===== src/rtl/token_matcher_pkg.sv =====
// rtl/token_matcher_pkg.sv - shared types and helpers for the vocab token matcher
package token_matcher_pkg;

  localparam int CHAR_W   = 8;
  localparam int WORD_LEN = 8;
  localparam int CI_W     = $clog2(WORD_LEN + 1);

  localparam logic [CHAR_W-1:0] NUL = '0;

  typedef enum logic [1:0] {IDLE, MATCH, SKIP, DONE} state_e;

  // Characters past the packed word read as NUL so over-long entries never match exactly.
  function automatic logic [CHAR_W-1:0] char_at(input logic [WORD_LEN*CHAR_W-1:0] word,
                                                input logic [CI_W-1:0]            ci);
    if (ci >= CI_W'(WORD_LEN)) return NUL;
    return word[ci*CHAR_W +: CHAR_W];
  endfunction

endpackage


===== src/rtl/token_matcher.sv =====
// rtl/token_matcher.sv - scans a NUL-terminated vocab list in SRAM and returns the matching token index
module token_matcher
  import token_matcher_pkg::*;
#(
  parameter int ADDR_WIDTH   = 8,
  parameter int DATA_WIDTH   = CHAR_W,
  parameter int MAX_WORD_LEN = WORD_LEN,
  parameter int ID_WIDTH     = 8
) (
  input  logic                               clk,
  input  logic                               rst_n,
  input  logic                               start,
  input  logic                               abort,
  input  logic                               prefix_mode,
  input  logic [MAX_WORD_LEN*DATA_WIDTH-1:0] word,
  input  logic [ADDR_WIDTH-1:0]              base_addr,
  input  logic [ADDR_WIDTH:0]                end_addr,
  output logic                               mem_rd_en,
  output logic [ADDR_WIDTH-1:0]              mem_addr,
  input  logic [DATA_WIDTH-1:0]              mem_rdata,
  output logic                               busy,
  output logic                               done,
  output logic                               found,
  output logic [ID_WIDTH-1:0]                token_id,
  output logic [ADDR_WIDTH-1:0]              match_addr
);

  state_e                             state_q, state_d;
  logic [MAX_WORD_LEN*DATA_WIDTH-1:0] word_q;
  logic                               prefix_q;
  logic [ADDR_WIDTH:0]                end_q;
  logic [ADDR_WIDTH:0]                rd_q;
  logic [ADDR_WIDTH:0]                p_q;
  logic                               rvalid_q;
  logic [CI_W-1:0]                    ci_q, ci_d;
  logic [ID_WIDTH-1:0]                tok_q, tok_d;
  logic [ADDR_WIDTH-1:0]              entry_q, entry_d;
  logic                               found_q, found_d;
  logic [ADDR_WIDTH-1:0]              maddr_q, maddr_d;

  logic                  scan, accept, fin_nf, fin_hit, next_entry;
  logic [DATA_WIDTH-1:0] v, w;

  assign scan = (state_q == MATCH) || (state_q == SKIP);
  assign v    = mem_rdata;
  assign w    = char_at(word_q, ci_q);

  always_comb begin
    state_d    = state_q;
    ci_d       = ci_q;
    tok_d      = tok_q;
    entry_d    = entry_q;
    found_d    = found_q;
    maddr_d    = maddr_q;
    accept     = 1'b0;
    fin_nf     = 1'b0;
    fin_hit    = 1'b0;
    next_entry = 1'b0;

    case (state_q)
      MATCH: begin
        if (abort) begin
          state_d = IDLE;
        end else if (rvalid_q) begin
          if (p_q == end_q || (v == NUL && ci_q == '0)) fin_nf = 1'b1;
          else if (w == NUL && (v == NUL || prefix_q))   fin_hit = 1'b1;
          else if (v == w)                               ci_d = ci_q + 1'b1;
          else if (v == NUL)                             next_entry = 1'b1;
          else                                           state_d = SKIP;
        end
      end
      SKIP: begin
        if (abort) begin
          state_d = IDLE;
        end else if (rvalid_q) begin
          if (p_q == end_q)  fin_nf = 1'b1;
          else if (v == NUL) next_entry = 1'b1;
        end
      end
      DONE:    state_d = IDLE;
      default: ;
    endcase

    // A full token counter ends the scan instead of wrapping back to entry 0.
    if (next_entry) begin
      if (&tok_q) begin
        fin_nf = 1'b1;
      end else begin
        tok_d   = tok_q + 1'b1;
        entry_d = p_q[ADDR_WIDTH-1:0] + 1'b1;
        ci_d    = '0;
        state_d = MATCH;
      end
    end

    if (fin_nf || fin_hit) begin
      state_d = DONE;
      found_d = fin_hit;
      maddr_d = entry_q;
    end

    if ((state_q == IDLE || state_q == DONE) && start && !abort) begin
      accept  = 1'b1;
      found_d = 1'b0;
      tok_d   = '0;
      ci_d    = '0;
      entry_d = base_addr;
      if (word[DATA_WIDTH-1:0] == NUL) begin
        state_d = DONE;
        maddr_d = base_addr;
      end else begin
        state_d = MATCH;
      end
    end
  end

  // rd_q runs one address ahead of p_q, the address of the byte currently on mem_rdata.
  always_ff @(posedge clk or negedge rst_n) begin
    if (!rst_n) begin
      state_q  <= IDLE;
      word_q   <= '0;
      prefix_q <= 1'b0;
      end_q    <= '0;
      rd_q     <= '0;
      p_q      <= '0;
      rvalid_q <= 1'b0;
      ci_q     <= '0;
      tok_q    <= '0;
      entry_q  <= '0;
      found_q  <= 1'b0;
      maddr_q  <= '0;
    end else begin
      state_q  <= state_d;
      ci_q     <= ci_d;
      tok_q    <= tok_d;
      entry_q  <= entry_d;
      found_q  <= found_d;
      maddr_q  <= maddr_d;
      p_q      <= rd_q;
      rvalid_q <= scan;
      if (accept) begin
        word_q   <= word;
        prefix_q <= prefix_mode;
        end_q    <= end_addr;
        rd_q     <= {1'b0, base_addr};
      end else if (scan) begin
        rd_q <= rd_q + 1'b1;
      end
    end
  end

  assign mem_rd_en  = scan;
  assign mem_addr   = rd_q[ADDR_WIDTH-1:0];
  assign busy       = scan;
  assign done       = (state_q == DONE);
  assign found      = found_q;
  assign token_id   = tok_q;
  assign match_addr = maddr_q;

endmodule


===== config.mk =====
export PLATFORM = sky130hd
export DESIGN_NAME = token_matcher
export DESIGN_NICKNAME = d
export VERILOG_FILES = /design/src/rtl/token_matcher_pkg.sv /design/src/rtl/token_matcher.sv
export SDC_FILE = /design/constraint.sdc
export NUM_CORES = 1
export LEC_CHECK = 0
export ABC_AREA = 1
export CAP_MARGIN = 30
export CORE_MARGIN = 3
export CORE_UTILIZATION = 45
export DETAILED_ROUTE_END_ITERATION = 10
export PLACE_DENSITY = 0.7
export SLEW_MARGIN = 40
export SYNTH_ARGS = -nofsm -noshare
export SYNTH_HDL_FRONTEND = slang
export SYNTH_SLANG_ARGS = --single-unit

===== constraint.sdc =====
create_clock -name clk -period 3.1 [get_ports clk]
set_input_delay 0.31 -clock clk [delete_from_list [all_inputs] [get_ports clk]]
set_output_delay 0.31 -clock clk [all_outputs]
set_load 0.01 [all_outputs]

==> results of run 1 <==
==> per-stage QoR <==
| step | area (µm²) | hold WS (ns) |
|---|---|---|
| 4_1_cts | 8550 | 0.213 |
| 3_5_place_dp | 7960 | 0.107 |
| 5_1_grt | 8550 | 0.229 |
| 3_3_place_gp | 7960 | 0.106 |
| 2_1_floorplan | 6580 | 0.0144 |
| 6_report | 8550 | 0.229 |
==> worst paths after layout <==
| check | slack (ns) | endpoint | cells past startpoint | startpoint |
|---|---|---|---|---|
| setup / recovery | 0.46 | entry_q[2] | 18 | ci_q[0] |
| hold / removal | 0.23 | word_q[42] | 2 | rst_n |
| min in group clk | 0.41 | p_q[8] | 0 | rd_q[8] |
| hold reg to reg | 0.41 | p_q[8] | 0 | rd_q[8] |
| max in group asynchronous | 2.13 | match_addr[2] | 3 | rst_n |
| setup reg to reg | 0.46 | entry_q[2] | 18 | ci_q[0] |
==> where the power goes <==
group	leakage (nW)	internal (mW)	total [mW]	switching, mW
clock	0.291	1.27	1.95	0.681
sequential	1.57	2.30	2.67	0.372
combinational	2.35	1.02	2.43	1.42
==> state kept, by name, indices dropped and copies added, names as in the netlist <==
| signal | cells |
|---|---|
| rd_q | 9 |
| state_q | 2 |
| found | 1 |
| ci_q | 4 |
| rvalid_q | 1 |
| word_q | 64 |
| p_q | 9 |
| entry_q | 8 |
| end_q | 9 |
| prefix_q | 1 |
| token_id | 8 |
| match_addr | 8 |
==> layer usage <==
metal | vias to the layer above | share of wire
li1 | 2969 | -
met1 | 2683 | 0.46
met2 | 170 | 0.47
met3 | 18 | 0.060
met4 | 0 | 0.015
met5 | - | 0
==> worst register-to-register path: cells and delay by family (launching register included) <==
kind / cells / cell delay (ns)
flip-flops: 1 / 0.39
AO/OA/AOI/OAI: 1 / 0.09
AND/OR/NAND/NOR: 14 / 1.44
buffers and inverters: 3 / 0.63
==> cell families after synthesis <==
family / synth area share
xor+xnor: 0.0173
buf+inv: 0.109
flops: 0.471
fa+ha+maj: 0.0171
simple gates: 0.303
compound gates: 0.0821
==> layout make-up <==
type                    instances  area share
repair buffers                139       0.166
clock inverters                 7      0.0102
clock buffers                  23      0.0582
flip-flops and latches        124       0.363
multi-input cells             592       0.323
well taps                     180      0.0263
inverters                     120      0.0531
==> cells in the final DEF (no fill, tap or decap), types with 4 or more instances in the layout <==
master,instances
inv_1,114
dfrtp_1,124
nor2_1,50
buf_12,6
a21oi_1,13
ha_1,9
o21ai_1,5
clkdlybuf4s50_1,120
nand3_1,70
nand4_1,5
o21ai_0,67
clkbuf_16,17
nor3_1,9
inv_2,4
nor4_1,4
buf_4,12
clkbuf_8,5
o211ai_1,6
or2_2,8
clkinv_2,5
nand2_1,312
xor2_1,10
==> out/summary.txt, run 1 <==
Post-synth EDFFs: 0
Crit-path cells: buf_12 > inv_4 > nand2_1 > nand3_1 > nand2_1 > nand2_1 > nand3_1 > nand2_1 > nand2_1 > nor2_1 > nand2_1 > nand2_1 > nand2_2 > nand3_4 > nand2_4 > inv_2 > nand2_1 > o211ai_1
Core Util, Final: 0.607
VDD IR-drop max: 505 µV
Initial antenna violation count: 0
Worst-path clk slew: 0.05 ns
DRC: 0
Hold-fix buffers, CTS: 1
Fillers: 1296
Clock sinks: 124
Total Wirelength: 17100 µm
Vias per cell: 4.93
Gpl congestion: 0.912
Vias in the first global route: 5803
Antenna Cells: 0
Async set-or-reset flop fraction in the synthesized netlist: 1.00
CP max FO: 45
Die area: 16100 µm²
Most common cell on crit path: nand2_1
Top post-synthesis cells by area: dfrtp_1 (47%), nand2_1 (18%), inv_1 (6.5%), nand3_1 (5.3%), o21ai_0 (5.1%)
Startpoint types: flip-flop
DP Cell Count: 1154
Pre-antenna DRT Iters: 5
Antenna Nets Post-Route: 0
Slowest CP cell: dfrtp_1
Skew-Pair Late Insertion Delay: 0.42 ns
# Post-CTS Setup Buffers: 0
Top post-synthesis cells by count: nand2_1 (312), dfrtp_1 (124), inv_1 (114)
Final Skew: 0.0104 ns
GRT Residual Overflow: 0
Via count: 5840
Period utilisation layout: 0.851
Status: complete, no violations
Top-area cell type share of the netlist area: 0.471
Core area: 14100 µm²
Setup violators final: 0
Most numerous cell in the Yosys netlist: nand2_1
PostCTS Resize Cnt: 0
RSZ-0062 raised after global routing: no
WP data arrival: 2.97 ns
Final Power: 7.06 mW
Post-Syn Area per Cell: 7.50 µm²
Pin count of the biggest net entering global routing: 78
Global routing usage on met1: 0.306
Gr usage total: 0.219
Clock Tree Root: clkbuf_16
Critical Setup Path Class: flip-flop to flip-flop
CP max stage delay: 0.39 ns
Clk buf depth: 2
Sequential Area: 3100 µm²
Setup TNS: 0 ns
IO Port Bufs: 121
Layout Nets: 1097
CTS tree: done
Buf/Inv on CP: 3
Register area share after synthesis: 0.471
Layout cell share with drive strength beyond 1: 0.0706
H-Tree Level Count: 4
CP top delay family: simple AND/OR/NAND/NOR gates
First-pass GRT wire length: 28200 µm
Power per Cell Area: 825 nW/µm²
Post-route insts no fill: 1185
Max-slew violations: 0
Ports: 122
Worst setup EP type: flip-flop
Chip width: 127 µm
Synthesized flop and latch total: 124
Syn. warnings: 0
Max-slew headroom: 0.572
Site Rows: 43
Initial Utilization: 0.467
Mapped Area: 6580 µm²
Synthesized Nets: 981
Final Hold Viols: 0
Worst min path class: primary input to async pin
Met3 usage: 0.0480
Leakage power: 4.21 nW
Die Ht: 127 µm
DRT iter0 DRCs: 388
Max cap viols: 0
Worst setup margin: 0.461 ns
Final min period: 2.64 ns
Met2 Resource Use GR: 0.345
Multi-input logic area: 2760 µm²
DP Wirelength: 12600 µm
Post-synthesis cell count: 878
Area leader, netlist: dfrtp_1
CTS Buf Count: 17
Fmax: 0.379 GHz
Pre-CTS setup slack: 0.526 ns
Top Usage Layer GRT: met2
Slew @ Worst Pin: 0.637 ns
Area grow syn2layout: 30.0%
Top_reg_cell synth: dfrtp_1
WP data required: 3.43 ns
Avg WL per Cell: 14.5 µm
Yosys cell types: 39
No activity file was read; power rests on OpenSTA's default activity.
==> inputs of run 2 (changes only) <==
--- a/config.mk
+++ b/config.mk
@@ -7,6 +7,7 @@
 export LEC_CHECK = 0
 export ABC_AREA = 1
 export CAP_MARGIN = 30
+export CORE_ASPECT_RATIO = 2
 export CORE_MARGIN = 3
 export CORE_UTILIZATION = 45
 export DETAILED_ROUTE_END_ITERATION = 10
==> out/summary.txt, run 2 (synthesis gave the netlist of run 1 again) <==
Status: complete, no violations
Sequential Area: 3100 µm² (unchanged)
Core Util, Final: 0.600 (-0.00696)
Final min period: 2.68 ns (+0.0432 ns)
H-Tree Level Count: 4 (unchanged)
Startpoint types: flip-flop
Largest register FFs: 64 (unchanged)
Initial antenna violation count: 0 (unchanged)
Initial Utilization: 0.466 (-0.000786)
Gpl congestion: 0.951 (+4.3%)
Site Rows: 61 (+42%)
Final Hold Viols: 0 (unchanged)
Fin Hold WS: 0.363 ns (+0.134 ns)
Reg2reg path depth: 19 (+1)
Multi-input logic area: 2760 µm² (unchanged)
Power per Cell Area: 836 nW/µm² (+1.3%)
Max cap viols: 0 (unchanged)
Final Power: 7.08 mW (+0.26%)
GRT Residual Overflow: 0 (unchanged)
PostCTS Resize Cnt: 0 (unchanged)
Die area: 16200 µm² (+0.55%)
Area after DPL: 7880 µm² (-0.93%)
Worst min path class: primary input to async pin
IO Port Bufs: 121 (unchanged)
Ports: 122 (unchanged)
Layout Nets: 1089 (-0.73%)
DRC: 0 (unchanged)
Slowest CP cell: dfrtp_1
Fmax: 0.373 GHz (-1.6%)
Area grow syn2layout: 28.7%
CTS Buf Count: 17 (unchanged)
Final Skew: 0.0116 ns (+0.00113 ns)
Gr usage total: 0.241 (+0.0216)
CP max stage delay: 0.59 ns (+0.20 ns)
Vias in the first global route: 6014 (+3.6%)
Die Ht: 177 µm (+39%)
Worst setup margin: 0.418 ns (-0.0432 ns)
Fillers: 1327 (+2.4%)
Vias per cell: 4.95 (+0.50%)
Chip width: 91.5 µm (-28%)
CTS tree: done
Worst setup EP type: flip-flop
Setup violators final: 0 (unchanged)
Pre-CTS setup slack: 0.452 ns (-0.0740 ns)
DP Wirelength: 14200 µm (+13%)
CP max FO: 25 (-44%)
VDD IR-drop max: 596 µV (+18%)
Most common cell on crit path: nand2_1
Avg WL per Cell: 15.8 µm (+9.3%)
RSZ-0062 raised after global routing: no
Crit-path cells: buf_12 > nor2_1 > nor2_1 > nand2_1 > nand2_1 > nand2_1 > nand2_1 > nand2_1 > nand2_1 > nand2_1 > nor2_1 > nand2_1 > nand2_1 > nand2_2 > nand3_4 > nand2_4 > inv_2 > nand3_1 > nand2_1
WP data required: 3.46 ns (+0.03 ns)
Pre-antenna DRT Iters: 5 (unchanged)
Total Wirelength: 18800 µm (+9.6%)
Worst-path clk slew: 0.06 ns (about the same)
Critical Setup Path Class: flip-flop to flip-flop
Commonest non-fill, non-tap cells in the layout: nand2_1 (312), dfrtp_1 (124), clkdlybuf4s50_1 (120)
Post-route insts no fill: 1188 (+0.25%)
Max-slew headroom: 0.583 (+0.0108)
Leakage power: 4.16 nW (-1.3%)
WP data arrival: 3.04 ns (+0.07 ns)
Max-slew violations: 0 (unchanged)
Core area: 14100 µm² (+0.17%)
Skew-Pair Late Insertion Delay: 0.43 ns (about the same)
Antenna Cells: 0 (unchanged)
First-pass GRT wire length: 29800 µm (+5.5%)
Antenna Nets Post-Route: 0 (unchanged)
Setup TNS: 0 ns (unchanged)
Most common cell after layout, fill and taps aside: nand2_1
Pin count of the biggest net entering global routing: 68 (-13%)
Register with the most flip-flops: word_q
Clk buf depth: 2 (unchanged)
DRT iter0 DRCs: 281 (-28%)
DP Cell Count: 1155 (+0.087%)
Via count: 5884 (+0.75%)
Slew @ Worst Pin: 0.620 ns (-0.0161 ns)
Clock Tree Root: clkbuf_16
Final Instance Area: 8470 µm² (-0.98%)
Period utilisation layout: 0.865 (+0.0139)
Layout cell share with drive strength beyond 1: 0.0661 (-0.00458)
Clock sinks: 124 (unchanged)
-- run 2: cell type report --
cell class,instances,area share
Inverter,120,0.0536
Clock buffer,17,0.0502
Sequential cell,124,0.366
Clock inverter,15,0.0177
Tap cell,189,0.0279
Timing Repair Buffer,131,0.158
Multi-Input combinational cell,592,0.326
-- run 2: final timing paths --
kind | endpoint | slack, ns | start
setup / recovery | state_q[1] | 0.42 | ci_q[0]
hold / removal | word_q[18] | 0.36 | rst_n
setup reg to reg | state_q[1] | 0.42 | ci_q[0]
hold reg to reg | p_q[8] | 0.41 | rd_q[8]
max in group asynchronous | state_q[0] | 2.01 | rst_n
min in group clk | p_q[8] | 0.41 | rd_q[8]
-- run 2: routing by layer --
| metal | wire, µm | up-vias | GRT usage |
|---|---|---|---|
| li1 | - | 2947 | - |
| met3 | 748 | 54 | 0.0481 |
| met4 | 955 | 0 | 0.137 |
| met1 | 6660 | 2711 | 0.244 |
| met5 | 0 | - | 0 |
| met2 | 10400 | 172 | 0.450 |
-- run 2: timing repair --
item | CTS | global route
hold endpoints to repair | 29 | 0
hold buffers | 1 | 0
buffers inserted | 0 | 0
-- run 2: report_power, final --
group          total, mW  switching, mW  internal [mW]
sequential          2.69          0.394           2.30
clock               1.96          0.827           1.13
combinational       2.43           1.46          0.971
-- run 2: worst max-delay path, delay by kind of cell, from the launching register on --
kind	cells	cell delay [ns]
flip-flops	1	0.59
AND/OR/NAND/NOR	17	1.57
buffers and inverters	2	0.44
==> inputs of run 3 (changes only) <==
--- a/config.mk
+++ b/config.mk
@@ -11,7 +11,7 @@
 export CORE_MARGIN = 3
 export CORE_UTILIZATION = 45
 export DETAILED_ROUTE_END_ITERATION = 10
-export PLACE_DENSITY = 0.7
+export PLACE_DENSITY = 0.73
 export SLEW_MARGIN = 40
 export SYNTH_ARGS = -nofsm -noshare
 export SYNTH_HDL_FRONTEND = slang
==> constraint.sdc (replaced) <==
create_clock -name clk -period 2.3 [get_ports clk]
set_input_delay 0.23 -clock clk [delete_from_list [all_inputs] [get_ports clk]]
set_output_delay 0.23 -clock clk [all_outputs]
set_load 0.01 [all_outputs]
==> out/summary.txt, run 3 (synthesis gave the netlist of run 1 again) <==
Gpl congestion: 0.945 (-0.59%)
Fin Hold WS: 0.347 ns (-0.0153 ns)
Status: finished with violations
Met3 usage: 0.0340 (-0.0140)
Global routing usage on met1: 0.240 (-0.00380)
Top Usage Layer GRT: met2
Layout Nets: 1131 (+3.9%)
Chip width: 91.5 µm (unchanged)
Multi-input logic area: 3210 µm² (+16%)
Core Util, Final: 0.666 (+0.0663)
Gr usage total: 0.243 (+0.00165)
Initial antenna violation count: 0 (unchanged)
Antenna Cells: 0 (unchanged)
Area after DPL: 8180 µm² (+3.7%)
Setup violators final: 27 (+27)
Area grow syn2layout: 42.9%
Clock sinks: 124 (unchanged)
Pre-antenna DRT Iters: 6 (+1)
Avg WL per Cell: 16.3 µm (+3.4%)
DP Cell Count: 1186 (+2.7%)
Final Power: 10.1 mW (+42%)
Failing checks: setup timing
CP max stage delay: 0.45 ns (-0.14 ns)
Antenna Nets Post-Route: 0 (unchanged)
Post-route insts no fill: 1230 (+3.5%)
CTS tree: done
Final min period: 2.41 ns (-0.273 ns)
Fmax: 0.415 GHz (+11%)
Max cap viols: 0 (unchanged)
Commonest non-fill, non-tap cells in the layout: nand2_1 (261), dfrtp_1 (123), clkdlybuf4s50_1 (120)
RSZ-0062 raised after global routing: yes
Die area: 16200 µm² (unchanged)
Most common cell after layout, fill and taps aside: nand2_1
Slew @ Worst Pin: 0.535 ns (-0.0850 ns)
VDD IR-drop max: 872 µV (+46%)
DRC: 0 (unchanged)
DRT iter0 DRCs: 292 (+3.9%)
GRT Residual Overflow: 0 (unchanged)
Die Ht: 177 µm (unchanged)
Final Instance Area: 9410 µm² (+11%)
Register with the most flip-flops: word_q
CTS Buf Count: 17 (unchanged)
Final Skew: 0.00745 ns (-0.00411 ns)
Max-slew violations: 0 (unchanged)
Sequential Area: 3100 µm² (about the same)
Slowest CP cell: dfrtp_2
Clock Tree Root: clkbuf_16
Crit-path cells: buf_12 > buf_12 > buf_6 > nand2_2 > nand2_2 > nand2_2 > nand2_2 > nand2_2 > nor2_2 > nand3_2 > nor2_4 > nor2_1 > nand2_1 > nand2_2 > nand3_4 > buf_12 > nand3_1 > nand3_2 > nand2_2 > inv_1
H-Tree Level Count: 4 (unchanged)
Clk buf depth: 2 (unchanged)
Critical Setup Path Class: flip-flop to flip-flop
First-pass GRT wire length: 30400 µm (+1.9%)
Met2 Resource Use GR: 0.459 (+0.00855)
Startpoint types: flip-flop
Total Wirelength: 20100 µm (+7.1%)
Layout cell share with drive strength beyond 1: 0.204 (+0.138)
Initial Utilization: 0.466 (unchanged)
CP max FO: 8 (-68%)
Final Hold Viols: 0 (unchanged)
Max-slew headroom: 0.643 (+0.0605)
Ports: 122 (unchanged)
Largest register FFs: 64 (unchanged)
Via count: 6276 (+6.7%)
Vias per cell: 5.10 (+3.0%)
Period utilisation layout: 1.05 (+0.182)
Core area: 14100 µm² (unchanged)
Worst min path class: primary input to async pin
DP Wirelength: 14600 µm (+2.9%)
Worst setup margin: -0.109 ns (-0.527 ns)
WP data required: 2.61 ns (-0.85 ns)
Leakage power: 4.55 nW (+9.4%)
Pin count of the biggest net entering global routing: 60 (-12%)
Worst setup EP type: flip-flop
Power per Cell Area: 1070 nW/µm² (+28%)
IO Port Bufs: 121 (unchanged)
Most common cell on crit path: nand2_2
Worst-path clk slew: 0.06 ns (about the same)
WP data arrival: 2.72 ns (-0.32 ns)
Fillers: 1190 (-10%)
Skew-Pair Late Insertion Delay: 0.41 ns (-0.02 ns)
Vias in the first global route: 6246 (+3.9%)
Site Rows: 61 (unchanged)
[run 3: changes by cell type in the layout (fill, tap and decap cells not counted), sizes merged]
cell      previous run  this run
nand2              315       316
clkbuf              17        19
inv                129       122
clkinv               3         8
buf                 10        48
clkinvlp             2         5
[run 3: stage by stage]
step / worst slack (ns) / setup TNS [ns]
6_report: -0.109 / -1.50
5_1_grt: -0.243 / -5.76
4_1_cts: -0.0378 / -0.188
3_5_place_dp: -0.170 / -3.23
3_3_place_gp: -0.148 / -2.70
2_1_floorplan: 0.0372 / 0
[run 3: cell type report]
cell class	count	area share
multi-input combinational	593	0.341
timing repair buffer	171	0.189
clock inverter	15	0.0150
sequential	124	0.330
timing repair inverter	1	0.00173
inverter	120	0.0521
tap	189	0.0251
clock buffer	17	0.0452
[run 3: what timing repair did]
action | in CTS | in global routing
endpoints found under the setup margin | 29 | 38
gates cloned | 0 | 6
hold buffers | 1 | 0
hold endpoints to repair | 39 | 0
gates resized for setup | 2 | 146
pin swaps | 0 | 43
buffers inserted | 0 | 5
[run 3: layer usage]
layer	share of wire	wire (µm)
met1	0.34	6800
met2	0.56	11200
met3	0.042	834
met4	0.061	1230
met5	0	0
[run 3: worst max-delay path: cells and delay by family, from the launching register on]
| family | cells | cell delay (ns) |
|---|---|---|
| and+or+nand+nor | 15 | 1.22 |
| buffers and inverters | 5 | 0.63 |
| DFF | 1 | 0.45 |
[run 3: worst paths after layout]
check / depth (start not counted) / slack [ns] / to / startpoint
setup reg to reg: 20 / -0.11 / match_addr[2] / ci_q[0]
hold reg to reg: 0 / 0.42 / p_q[8] / rd_q[8]
hold / removal: 2 / 0.35 / word_q[26] / rst_n
min in group clk: 3 / 0.36 / end_q[5] / end_addr[5]
max in group asynchronous: 3 / 1.21 / word_q[39] / rst_n
setup / recovery: 20 / -0.11 / match_addr[2] / ci_q[0]
[run 3: power breakdown]
group | switching [mW] | total, mW | internal (mW)
logic | 2.22 | 3.79 | 1.58
registers | 0.608 | 3.70 | 3.10
clock network | 1.06 | 2.56 | 1.50
